File: src/rtl/mant_mul_pkg.sv
// Shared types, round-mode encodings and sizing helpers for the sequential
// significand multiplier.
package mant_mul_pkg;

  typedef enum logic [1:0] {
    IDLE = 2'd0,
    BUSY = 2'd1,
    NORM = 2'd2,
    DONE = 2'd3
  } state_e;

  localparam logic RND_TRUNC = 1'b0;
  localparam logic RND_RNE   = 1'b1;

  function automatic int calc_iter(input int mant_width, input int bits_per_cycle);
    return (mant_width + 1) / bits_per_cycle;
  endfunction

  function automatic int calc_cnt_width(input int mant_width, input int bits_per_cycle);
    return $clog2(calc_iter(mant_width, bits_per_cycle) + 1);
  endfunction

endpackage

File: src/rtl/seq_mantissa_multiplier_if.sv
// Operand and result valid/ready handshakes of the significand multiplier.
// The master side feeds operands and drains results; the multiplier is the slave.
interface seq_mantissa_multiplier_if #(
  parameter int MANT_WIDTH = 23
);

  logic                  in_valid;
  logic                  in_ready;
  logic [MANT_WIDTH-1:0] in0;
  logic [MANT_WIDTH-1:0] in1;
  logic                  round_mode;
  logic                  out_valid;
  logic                  out_ready;
  logic [MANT_WIDTH-1:0] out;
  logic                  out_carry;
  logic                  out_inexact;

  modport master (
    output in_valid, in0, in1, round_mode, out_ready,
    input  in_ready, out_valid, out, out_carry, out_inexact
  );

  modport slave (
    input  in_valid, in0, in1, round_mode, out_ready,
    output in_ready, out_valid, out, out_carry, out_inexact
  );

endinterface

File: src/rtl/mant_round_norm.sv
// Normalises an exact 2N+2-bit significand product to [1,2) and rounds the
// fraction (truncate or RNE), reporting exponent carry and inexactness.
module mant_round_norm
  import mant_mul_pkg::*;
#(
  parameter int MANT_WIDTH = 23
) (
  input  logic [2*MANT_WIDTH+1:0] prod_i,
  input  logic                    mode_i,
  output logic [MANT_WIDTH-1:0]   frac_o,
  output logic                    carry_o,
  output logic                    inexact_o
);

  localparam int N = MANT_WIDTH;

  logic         hi_s;
  logic         guard_s;
  logic         sticky_s;
  logic         inc_s;
  logic [N-1:0] frac_pre_s;
  logic [N:0]   frac_rnd_s;

  always_comb begin
    hi_s = prod_i[2*N+1];
    if (hi_s) begin
      frac_pre_s = prod_i[2*N:N+1];
      guard_s    = prod_i[N];
      sticky_s   = |prod_i[N-1:0];
    end else begin
      frac_pre_s = prod_i[2*N-1:N];
      guard_s    = prod_i[N-1];
      sticky_s   = |prod_i[N-2:0];
    end
    inc_s      = (mode_i == RND_RNE) && guard_s && (sticky_s || frac_pre_s[0]);
    frac_rnd_s = {1'b0, frac_pre_s} + {{N{1'b0}}, inc_s};
    // A rounding overflow wraps the fraction to zero and moves into the carry.
    frac_o     = frac_rnd_s[N-1:0];
    carry_o    = hi_s | frac_rnd_s[N];
    inexact_o  = guard_s | sticky_s;
  end

endmodule

File: src/rtl/seq_mantissa_multiplier.sv
// Iterative shift-add significand multiplier: BITS_PER_CYCLE multiplier bits per
// clock, then one cycle of normalise/round into registered outputs.
module seq_mantissa_multiplier
  import mant_mul_pkg::*;
#(
  parameter int MANT_WIDTH     = 23,
  parameter int BITS_PER_CYCLE = 1
) (
  input  logic                      clk,
  input  logic                      rst,
  seq_mantissa_multiplier_if.slave  bus
);

  localparam int N     = MANT_WIDTH;
  localparam int K     = BITS_PER_CYCLE;
  localparam int SIG_W = N + 1;
  localparam int ACC_W = 2 * N + 2;
  localparam int PP_W  = SIG_W + K;
  localparam int ITER  = calc_iter(N, K);
  localparam int CNT_W = calc_cnt_width(N, K);

  localparam logic [CNT_W-1:0] ITER_C = CNT_W'(ITER);
  localparam logic [CNT_W-1:0] ONE_C  = CNT_W'(1);

  generate
    if ((K < 1) || (K > N) || ((SIG_W % K) != 0)) begin : g_bad_k
      $error("BITS_PER_CYCLE must divide MANT_WIDTH+1");
    end
  endgenerate

  state_e             state_q;
  logic [SIG_W-1:0]   a_q;
  logic [SIG_W-1:0]   b_q;
  logic               mode_q;
  logic [ACC_W-1:0]   acc_q;
  logic [CNT_W-1:0]   cnt_q;
  logic [N-1:0]       out_q;
  logic               carry_q;
  logic               inexact_q;

  logic [PP_W-1:0]    sum_d;
  logic [ACC_W-1:0]   acc_d;
  logic [SIG_W-1:0]   b_d;
  logic [N-1:0]       frac_s;
  logic               carry_s;
  logic               inexact_s;

  // The upper accumulator half stays below A after every shift, so the sum fits PP_W bits.
  always_comb begin
    sum_d = PP_W'(acc_q[ACC_W-1:N+1]) + (PP_W'(a_q) * PP_W'(b_q[K-1:0]));
    acc_d = {sum_d, acc_q[N:K]};
    b_d   = b_q >> K;
  end

  mant_round_norm #(
    .MANT_WIDTH (N)
  ) u_round_norm (
    .prod_i    (acc_q),
    .mode_i    (mode_q),
    .frac_o    (frac_s),
    .carry_o   (carry_s),
    .inexact_o (inexact_s)
  );

  always_ff @(posedge clk) begin
    if (rst) begin
      state_q   <= IDLE;
      a_q       <= '0;
      b_q       <= '0;
      mode_q    <= RND_TRUNC;
      acc_q     <= '0;
      cnt_q     <= '0;
      out_q     <= '0;
      carry_q   <= 1'b0;
      inexact_q <= 1'b0;
    end else begin
      case (state_q)
        IDLE: begin
          if (bus.in_valid) begin
            a_q     <= {1'b1, bus.in0};
            b_q     <= {1'b1, bus.in1};
            mode_q  <= bus.round_mode;
            acc_q   <= '0;
            cnt_q   <= ITER_C;
            state_q <= BUSY;
          end
        end
        BUSY: begin
          acc_q <= acc_d;
          b_q   <= b_d;
          cnt_q <= cnt_q - ONE_C;
          if (cnt_q == ONE_C) begin
            state_q <= NORM;
          end
        end
        NORM: begin
          out_q     <= frac_s;
          carry_q   <= carry_s;
          inexact_q <= inexact_s;
          state_q   <= DONE;
        end
        DONE: begin
          if (bus.out_ready) begin
            state_q <= IDLE;
          end
        end
        default: begin
          state_q <= IDLE;
        end
      endcase
    end
  end

  assign bus.in_ready    = (state_q == IDLE);
  assign bus.out_valid   = (state_q == DONE);
  assign bus.out         = out_q;
  assign bus.out_carry   = carry_q;
  assign bus.out_inexact = inexact_q;

endmodule

File: src/flat_wrapper.sv
// flat-port wrapper written by rule: the top's interface ports become plain ports
module seq_mantissa_multiplier_flat import mant_mul_pkg::*;
#(
  parameter int MANT_WIDTH     = 23,
  parameter int BITS_PER_CYCLE = 1
)
  (clk, rst, bus_in_valid, bus_in0, bus_in1, bus_round_mode, bus_out_ready, bus_in_ready, bus_out_valid, bus_out, bus_out_carry, bus_out_inexact);
  seq_mantissa_multiplier_if #(.MANT_WIDTH(MANT_WIDTH)) bus_i ();
  input  logic clk;
  input  logic rst;
  input wire logic [$bits(bus_i.in_valid)-1:0] bus_in_valid;
  input wire logic [$bits(bus_i.in0)-1:0] bus_in0;
  input wire logic [$bits(bus_i.in1)-1:0] bus_in1;
  input wire logic [$bits(bus_i.round_mode)-1:0] bus_round_mode;
  input wire logic [$bits(bus_i.out_ready)-1:0] bus_out_ready;
  output wire logic [$bits(bus_i.in_ready)-1:0] bus_in_ready;
  output wire logic [$bits(bus_i.out_valid)-1:0] bus_out_valid;
  output wire logic [$bits(bus_i.out)-1:0] bus_out;
  output wire logic [$bits(bus_i.out_carry)-1:0] bus_out_carry;
  output wire logic [$bits(bus_i.out_inexact)-1:0] bus_out_inexact;
  assign bus_i.in_valid = bus_in_valid;
  assign bus_i.in0 = bus_in0;
  assign bus_i.in1 = bus_in1;
  assign bus_i.round_mode = bus_round_mode;
  assign bus_i.out_ready = bus_out_ready;
  assign bus_in_ready = bus_i.in_ready;
  assign bus_out_valid = bus_i.out_valid;
  assign bus_out = bus_i.out;
  assign bus_out_carry = bus_i.out_carry;
  assign bus_out_inexact = bus_i.out_inexact;
  seq_mantissa_multiplier #(.MANT_WIDTH(MANT_WIDTH), .BITS_PER_CYCLE(BITS_PER_CYCLE)) u_core (.clk(clk), .rst(rst), .bus(bus_i));
endmodule
File: config.mk
export PLATFORM = sky130hd
export DESIGN_NAME = seq_mantissa_multiplier_flat
export DESIGN_NICKNAME = d
export VERILOG_FILES = /design/src/rtl/mant_mul_pkg.sv /design/src/rtl/seq_mantissa_multiplier_if.sv /design/src/rtl/mant_round_norm.sv /design/src/rtl/seq_mantissa_multiplier.sv /design/src/flat_wrapper.sv
export SDC_FILE = /design/constraint.sdc
export NUM_CORES = 1
export LEC_CHECK = 0
export ABC_AREA = 1
export BUFFER_PORTS_ARGS = -buffer_cell sky130_fd_sc_hd__clkbuf_2
export CAP_MARGIN = 40
export CORE_MARGIN = 4
export CORE_UTILIZATION = 40
export CTS_BUF_LIST = sky130_fd_sc_hd__clkbuf_4 sky130_fd_sc_hd__clkbuf_8 sky130_fd_sc_hd__clkbuf_16
export CTS_CLUSTER_DIAMETER = 30
export DETAILED_ROUTE_END_ITERATION = 7
export HOLD_SLACK_MARGIN = 0.08
export PLACE_DENSITY = 0.61
export RECOVER_POWER = 100
export SYNTH_ARGS = -nofsm -noshare
export SYNTH_HDL_FRONTEND = slang
export SYNTH_SLANG_ARGS = --single-unit
File: constraint.sdc
create_clock -name clk -period 4.7 [get_ports clk]
set_clock_uncertainty 0.05 [all_clocks]
set_input_delay 0.94 -clock clk [delete_from_list [all_inputs] [get_ports clk]]
set_output_delay 0.94 -clock clk [all_outputs]
set_load 0.05 [all_outputs]
==> flow_summary.json, run 1 <==
{
  "routedWlPerCell_um": 13.1,
  "track_usage": 0.201,
  "final_common_cell": "nand2_1",
  "synth.avg_cell_area_um2": 6.05,
  "boundaryPins": 78,
  "cts_buffers": 17,
  "drive_gt1_frac": 0.0784,
  "fin_crit_ns": 3.40,
  "postCtsResizedCells": 0,
  "clockBufferDepth": 2,
  "peakVddDrop_v": 0.000372,
  "grt_pass1_wl_um": 36000,
  "max_freq_mhz": 294,
  "syn_inst": 1296,
  "cts_sinks": 129,
  "status": "finished, final reports clean",
  "design_area_mm2": 0.00893,
  "crit_path_max_fanout": 26,
  "hold_viol_final": 0,
  "synth_cell_types": 33,
  "critical_path_class": "reg2reg",
  "crit_buf_inv": 4,
  "antenna_left": 0,
  "fin_nets": 1434,
  "dr.pass1.iters": 7,
  "cts_hold_buf": 0,
  "grt_max_degree": 74,
  "synth_seq_cells": 129,
  "yosysWarnings": 0,
  "maxCapViolCount": 0,
  "synth_edf_count": 0,
  "period_share": 0.724,
  "routabilityCongestion": 0.917,
  "slew_headroom": 0.0578,
  "initial_core_util": 0.412,
  "layout_common_cells": "nand2_1 (405), nor2_1 (185), inv_1 (182), dfxtp_1 (129), o21ai_0 (85)",
  "grt_pass1_vias": 7382,
  "post-cts-setup-buffers": 0,
  "gr-total-overflow": 0,
  "synth_nets": 1379,
  "endpoint_kind": "flop",
  "synth_flop_cell": "dfxtp_1",
  "port_buffers": 77,
  "worstPathRequired_ns": 5.01,
  "crit_path_frequent_cell": "inv_1",
  "finalSetupTns_ns": 0,
  "die_x_um": 148,
  "cp_num_cells": 9,
  "diodes": 0,
  "cp_cell_sequence": "inv_1 -> ha_1 -> buf_4 -> inv_1 -> nor2_1 -> inv_1 -> a21oi_1 -> o21ai_0 -> a21oi_1",
  "setup_viol": 0,
  "hp-class": "reg2reg",
  "drcViolationCount": 0,
  "grt_antenna_before_repair": 0,
  "drt-initial-drc-count": 536,
  "h-tree-depth": 4,
  "cts_tree": "built",
  "worstPathArrival_ns": 3.71,
  "design.die.area_mm2": 0.0219,
  "hold_depth": 2,
  "path_clk_slew_ns": 0.06,
  "synthesis.area_mm2": 0.00784,
  "num-fill-cells": 2092,
  "area_growth_pct": 13.9,
  "r2r_cells": 9,
  "worst_pin_slew_ns": 1.41,
  "cp_top_family": "buffers and inverters",
  "start_kind": "flop",
  "p_per_area_mw_per_mm2": 479,
  "post_dp_cell_area_mm2": 0.00841,
  "clkLatencyLatePin_ns": 0.43,
  "ys_seq_area_frac": 0.329,
  "via_count": 7763,
  "rsz0062_at_grt": "false",
  "design.core.area_mm2": 0.0190,
  "die-height_um": 148,
  "viasPerCell": 4.78,
  "rows": 50,
  "cp_slowest_cell": "nor2_1",
  "power_leakage_nw": 4.29,
  "hpwl_um": 16200,
  "slew_violations": 0,
  "root_buffer": "clkbuf_16",
  "wl_um": 21300,
  "slowest_delay_ns": 1.09,
  "synthArstFlopShare": 0
}
[where the power goes]
group | switching (mW) | total [mW] | internal (mW)
clock network | 0.567 | 1.32 | 0.755
logic | 1.07 | 1.47 | 0.394
registers | 0.152 | 1.49 | 1.34
[area by class of cell]
class	count	area, um^2	share of cell area
Clock buffer	17	425	0.0477
Timing Repair Buffer	86	412	0.0461
Clock inverter	15	161	0.0181
Sequential cell	129	2580	0.289
Multi-Input combinational cell	931	4320	0.484
Inverter	186	698	0.0782
Tap cell	260	325	0.0364
[worst reg2reg max path, stage by stage, from the launching register on]
cell	delay [ns]
dfxtp_1	0.33
inv_1	0.08
ha_1	0.13
buf_4	0.27
inv_1	0.40
nor2_1	1.09
inv_1	0.47
a21oi_1	0.22
o21ai_0	0.15
a21oi_1	0.14
[path summary, 6_finish.rpt]
path / slack [ns] / startpoint / end
setup / recovery: 1.30 / u_core.state_q[1] / u_core.acc_q[28]
hold / removal: 0.42 / u_core.acc_q[0] / u_core.acc_q[0]
hold reg to reg: 0.42 / u_core.acc_q[0] / u_core.acc_q[0]
setup reg to reg: 1.30 / u_core.state_q[1] / u_core.acc_q[28]
[registers in the layout, indices dropped and copies added, names as in the netlist]
| register | count |
|---|---|
| u_core.acc_q | 48 |
| u_core.a_q | 24 |
| u_core.b_q | 24 |
| u_core.bus.out | 23 |
| u_core.cnt_q | 5 |
| u_core.state_q | 2 |
| u_core.bus.out_carry | 1 |
| u_core.bus.out_inexact | 1 |
| u_core.mode_q | 1 |
[layer usage]
metal | up-vias | wire (um) | GRT usage
met2 | 183 | 9370 | 0.319
met3 | 34 | 1070 | 0.0353
met1 | 3389 | 10300 | 0.275
li1 | 4157 | - | -
met5 | - | 0 | 0
met4 | 0 | 515 | 0.0684
[synth_stat cells, drive strengths merged, types with 2 or more instances]
library cell / number / area share
nand2: 405 / 0.19
nor2: 190 / 0.096
inv: 185 / 0.089
dfxtp: 129 / 0.33
o21ai: 93 / 0.061
a21oi: 69 / 0.044
nand3: 64 / 0.041
clkbuf: 44 / 0.021
ha: 31 / 0.049
a31oi: 25 / 0.020
nand4: 14 / 0.012
nor3: 10 / 0.0064
or2: 7 / 0.0056
xor2: 7 / 0.0078
buf: 6 / 0.0062
nand3b: 6 / 0.0057
o22ai: 3 / 0.0024
xnor2: 2 / 0.0022
[cells by family (layout without fill, tap and decap cells)]
group / Yosys count / after routing / share of synthesized area
and+or+nand+nor: 697 / 697 / 0.362
buffers and inverters: 236 / 304 / 0.116
AOI/OAI and AO/OA: 193 / 193 / 0.130
DFF: 129 / 129 / 0.329
adders and majority gates: 32 / 32 / 0.0520
xor gates and xnor gates: 9 / 9 / 0.0101
[per-stage QoR]
| step | std cells | hold slack (ns) | power (mW) | worst slack, ns | util |
|---|---|---|---|---|---|
| finish | 1624 | 0.418 | 4.28 | 1.30 | 0.469 |
| global route | 1624 | 0.432 | 4.58 | 0.872 | 0.469 |
| CTS | 1624 | 0.419 | 4.35 | 1.83 | 0.473 |
| detailed placement | 1592 | 0.409 | 3.02 | 1.82 | 0.442 |
| global placement | 1591 | 0.398 | 3.00 | 1.84 | 0.442 |
| floorplan | 1296 | 0.390 | 2.64 | 2.55 | - |
Note: power is estimated with default switching activity, not from simulation.
==> inputs of run 2 (changes only) <==
Settings changed: PLACE_DENSITY 0.61 to 0.63.
Clock period 4.7 ns to 2.8 ns, I/O delays scaled along.
==> flow_summary.json, run 2 (same netlist as run 1, synthesis figures left out) <==
{
  "status": "finished, final reports clean",
  "rows": 50,
  "post_dp_cell_area_mm2": 0.00845,
  "place_ws_ns": 0.419,
  "crit_path_max_fanout": 25,
  "cts_buffers": 17,
  "power_leakage_nw": 4.32,
  "clkLatencyLatePin_ns": 0.43,
  "die_x_um": 148,
  "antenna_left": 0,
  "final_common_cell": "nand2_1",
  "start_kind": "flop",
  "cts_tree": "built",
  "hpwl_um": 16000,
  "worst_pin_slew_ns": 1.03,
  "setup_viol": 0,
  "num-fill-cells": 2082,
  "cts_hold_buf": 0,
  "slew_violations": 0,
  "swShare": 0.401,
  "critical_path_class": "reg2reg",
  "die-height_um": 148,
  "via_count": 7860,
  "grt_pass1_vias": 7284,
  "fin_nets": 1440,
  "hp-start": "bus_in1[16]",
  "worst_r2r_endpoint": "u_core.acc_q[10]",
  "diodes": 0,
  "gr-total-overflow": 0,
  "routabilityCongestion": 0.916,
  "worstPathRequired_ns": 3.02,
  "path_clk_slew_ns": 0.06,
  "total_power_mw": 7.34,
  "p_per_area_mw_per_mm2": 817,
  "dr.pass1.iters": 5,
  "r2r_slack_ns": 0.33,
  "postLayoutCoreUtil": 0.472,
  "boundaryPins": 78,
  "clockBufferDepth": 2,
  "hold_depth": 3,
  "h-tree-depth": 4,
  "wl_um": 21400,
  "layout_common_cells": "nand2_1 (404), nor2_1 (186), inv_1 (183), dfxtp_1 (129), o21ai_0 (86)",
  "top_regs": "u_core.acc_q: 48 flops, u_core.a_q: 24 flops, u_core.b_q: 24 flops",
  "internal_power_mw": 4.39,
  "drive_gt1_frac": 0.0818,
  "regMostFlops": "u_core.acc_q",
  "routedWlPerCell_um": 13.1,
  "rsz0062_at_grt": "false",
  "grt_pass1_wl_um": 35700,
  "port_buffers": 77,
  "endpoint_kind": "flop",
  "initial_core_util": 0.412,
  "peakVddDrop_v": 0.000579,
  "period_share": 0.883,
  "fin_crit_ns": 2.47,
  "drt-initial-drc-count": 576,
  "drcViolationCount": 0,
  "cts_sinks": 129,
  "slew_headroom": 0.315,
  "p_sw_mw": 2.95,
  "track_usage": 0.199,
  "finalSetupTns_ns": 0,
  "hold_end": "u_core.b_q[16]",
  "grt_max_degree": 74,
  "viasPerCell": 4.82,
  "maxCapViolCount": 0,
  "worstPathArrival_ns": 2.70,
  "postCtsResizedCells": 0,
  "max_freq_mhz": 405,
  "area_growth_pct": 14.6,
  "comb_power_share": 0.347,
  "design_area_mm2": 0.00898,
  "largest_reg_flops": 48,
  "hp-class": "in2reg",
  "r2r-start": "u_core.state_q[1]",
  "setup_ws_ns": 0.329,
  "p_seq_frac": 0.335,
  "root_buffer": "clkbuf_16",
  "pwr-share-clk": 0.318,
  "r2r_cells": 8,
  "grt_antenna_before_repair": 0,
  "post-cts-setup-buffers": 0,
  "hold_viol_final": 0,
  "design.die.area_mm2": 0.0219,
  "design.core.area_mm2": 0.0190
}
==> run 2: critical path, cell delays in order, from the launching register on <==
cell      delay [ns]
dfxtp_1         0.38
inv_1           0.08
ha_1            0.19
inv_1           0.09
clkbuf_1        0.77
nor2_2          0.15
clkbuf_2        0.38
nand2_1         0.15
a21oi_1         0.07
==> run 2: power by group through the flow <==
stage,sequential [mW],combinational [mW],clock [mW]
floorplan,2.82,1.61,0
global placement,2.49,2.60,0
detailed placement,2.50,2.61,0
CTS,2.46,2.63,2.37
global route,2.51,2.88,2.45
finish,2.46,2.55,2.34
==> run 2: area by class of cell <==
type / count / area (um^2) / share of cell area
tap: 260 / 325 / 0.0362
timing repair buffer: 92 / 449 / 0.0500
clock buffer: 21 / 462 / 0.0514
sequential: 129 / 2580 / 0.288
multi-input combinational: 931 / 4310 / 0.480
clock inverter: 11 / 154 / 0.0171
inverter: 186 / 698 / 0.0777
==> run 2: worst max path at each step <==
stage	startpoint	end	cells past startpoint	slack, ns
floorplan	u_core.acc_q[47]	u_core.bus.out[16]	15	0.65
global placement	u_core.acc_q[47]	u_core.bus.out[18]	10	0.42
detailed placement	u_core.acc_q[47]	u_core.bus.out[22]	12	0.42
CTS	u_core.acc_q[47]	u_core.bus.out[22]	12	0.40
global route	u_core.b_q[0]	u_core.acc_q[35]	17	0.05
finish	u_core.state_q[1]	u_core.acc_q[10]	8	0.33
==> run 2: through the flow <==
stage	instances	hold slack, ns
after floorplan	1296	0.390
after global placement	1598	0.399
after detailed placement	1598	0.412
after CTS	1630	0.314
after global routing	1630	0.326
final	1630	0.323
==> run 2: routing by layer <==
metal,global-route usage,share of wire
met1,0.270,0.49
met2,0.309,0.43
met3,0.0478,0.054
met4,0.0748,0.028
met5,0,0
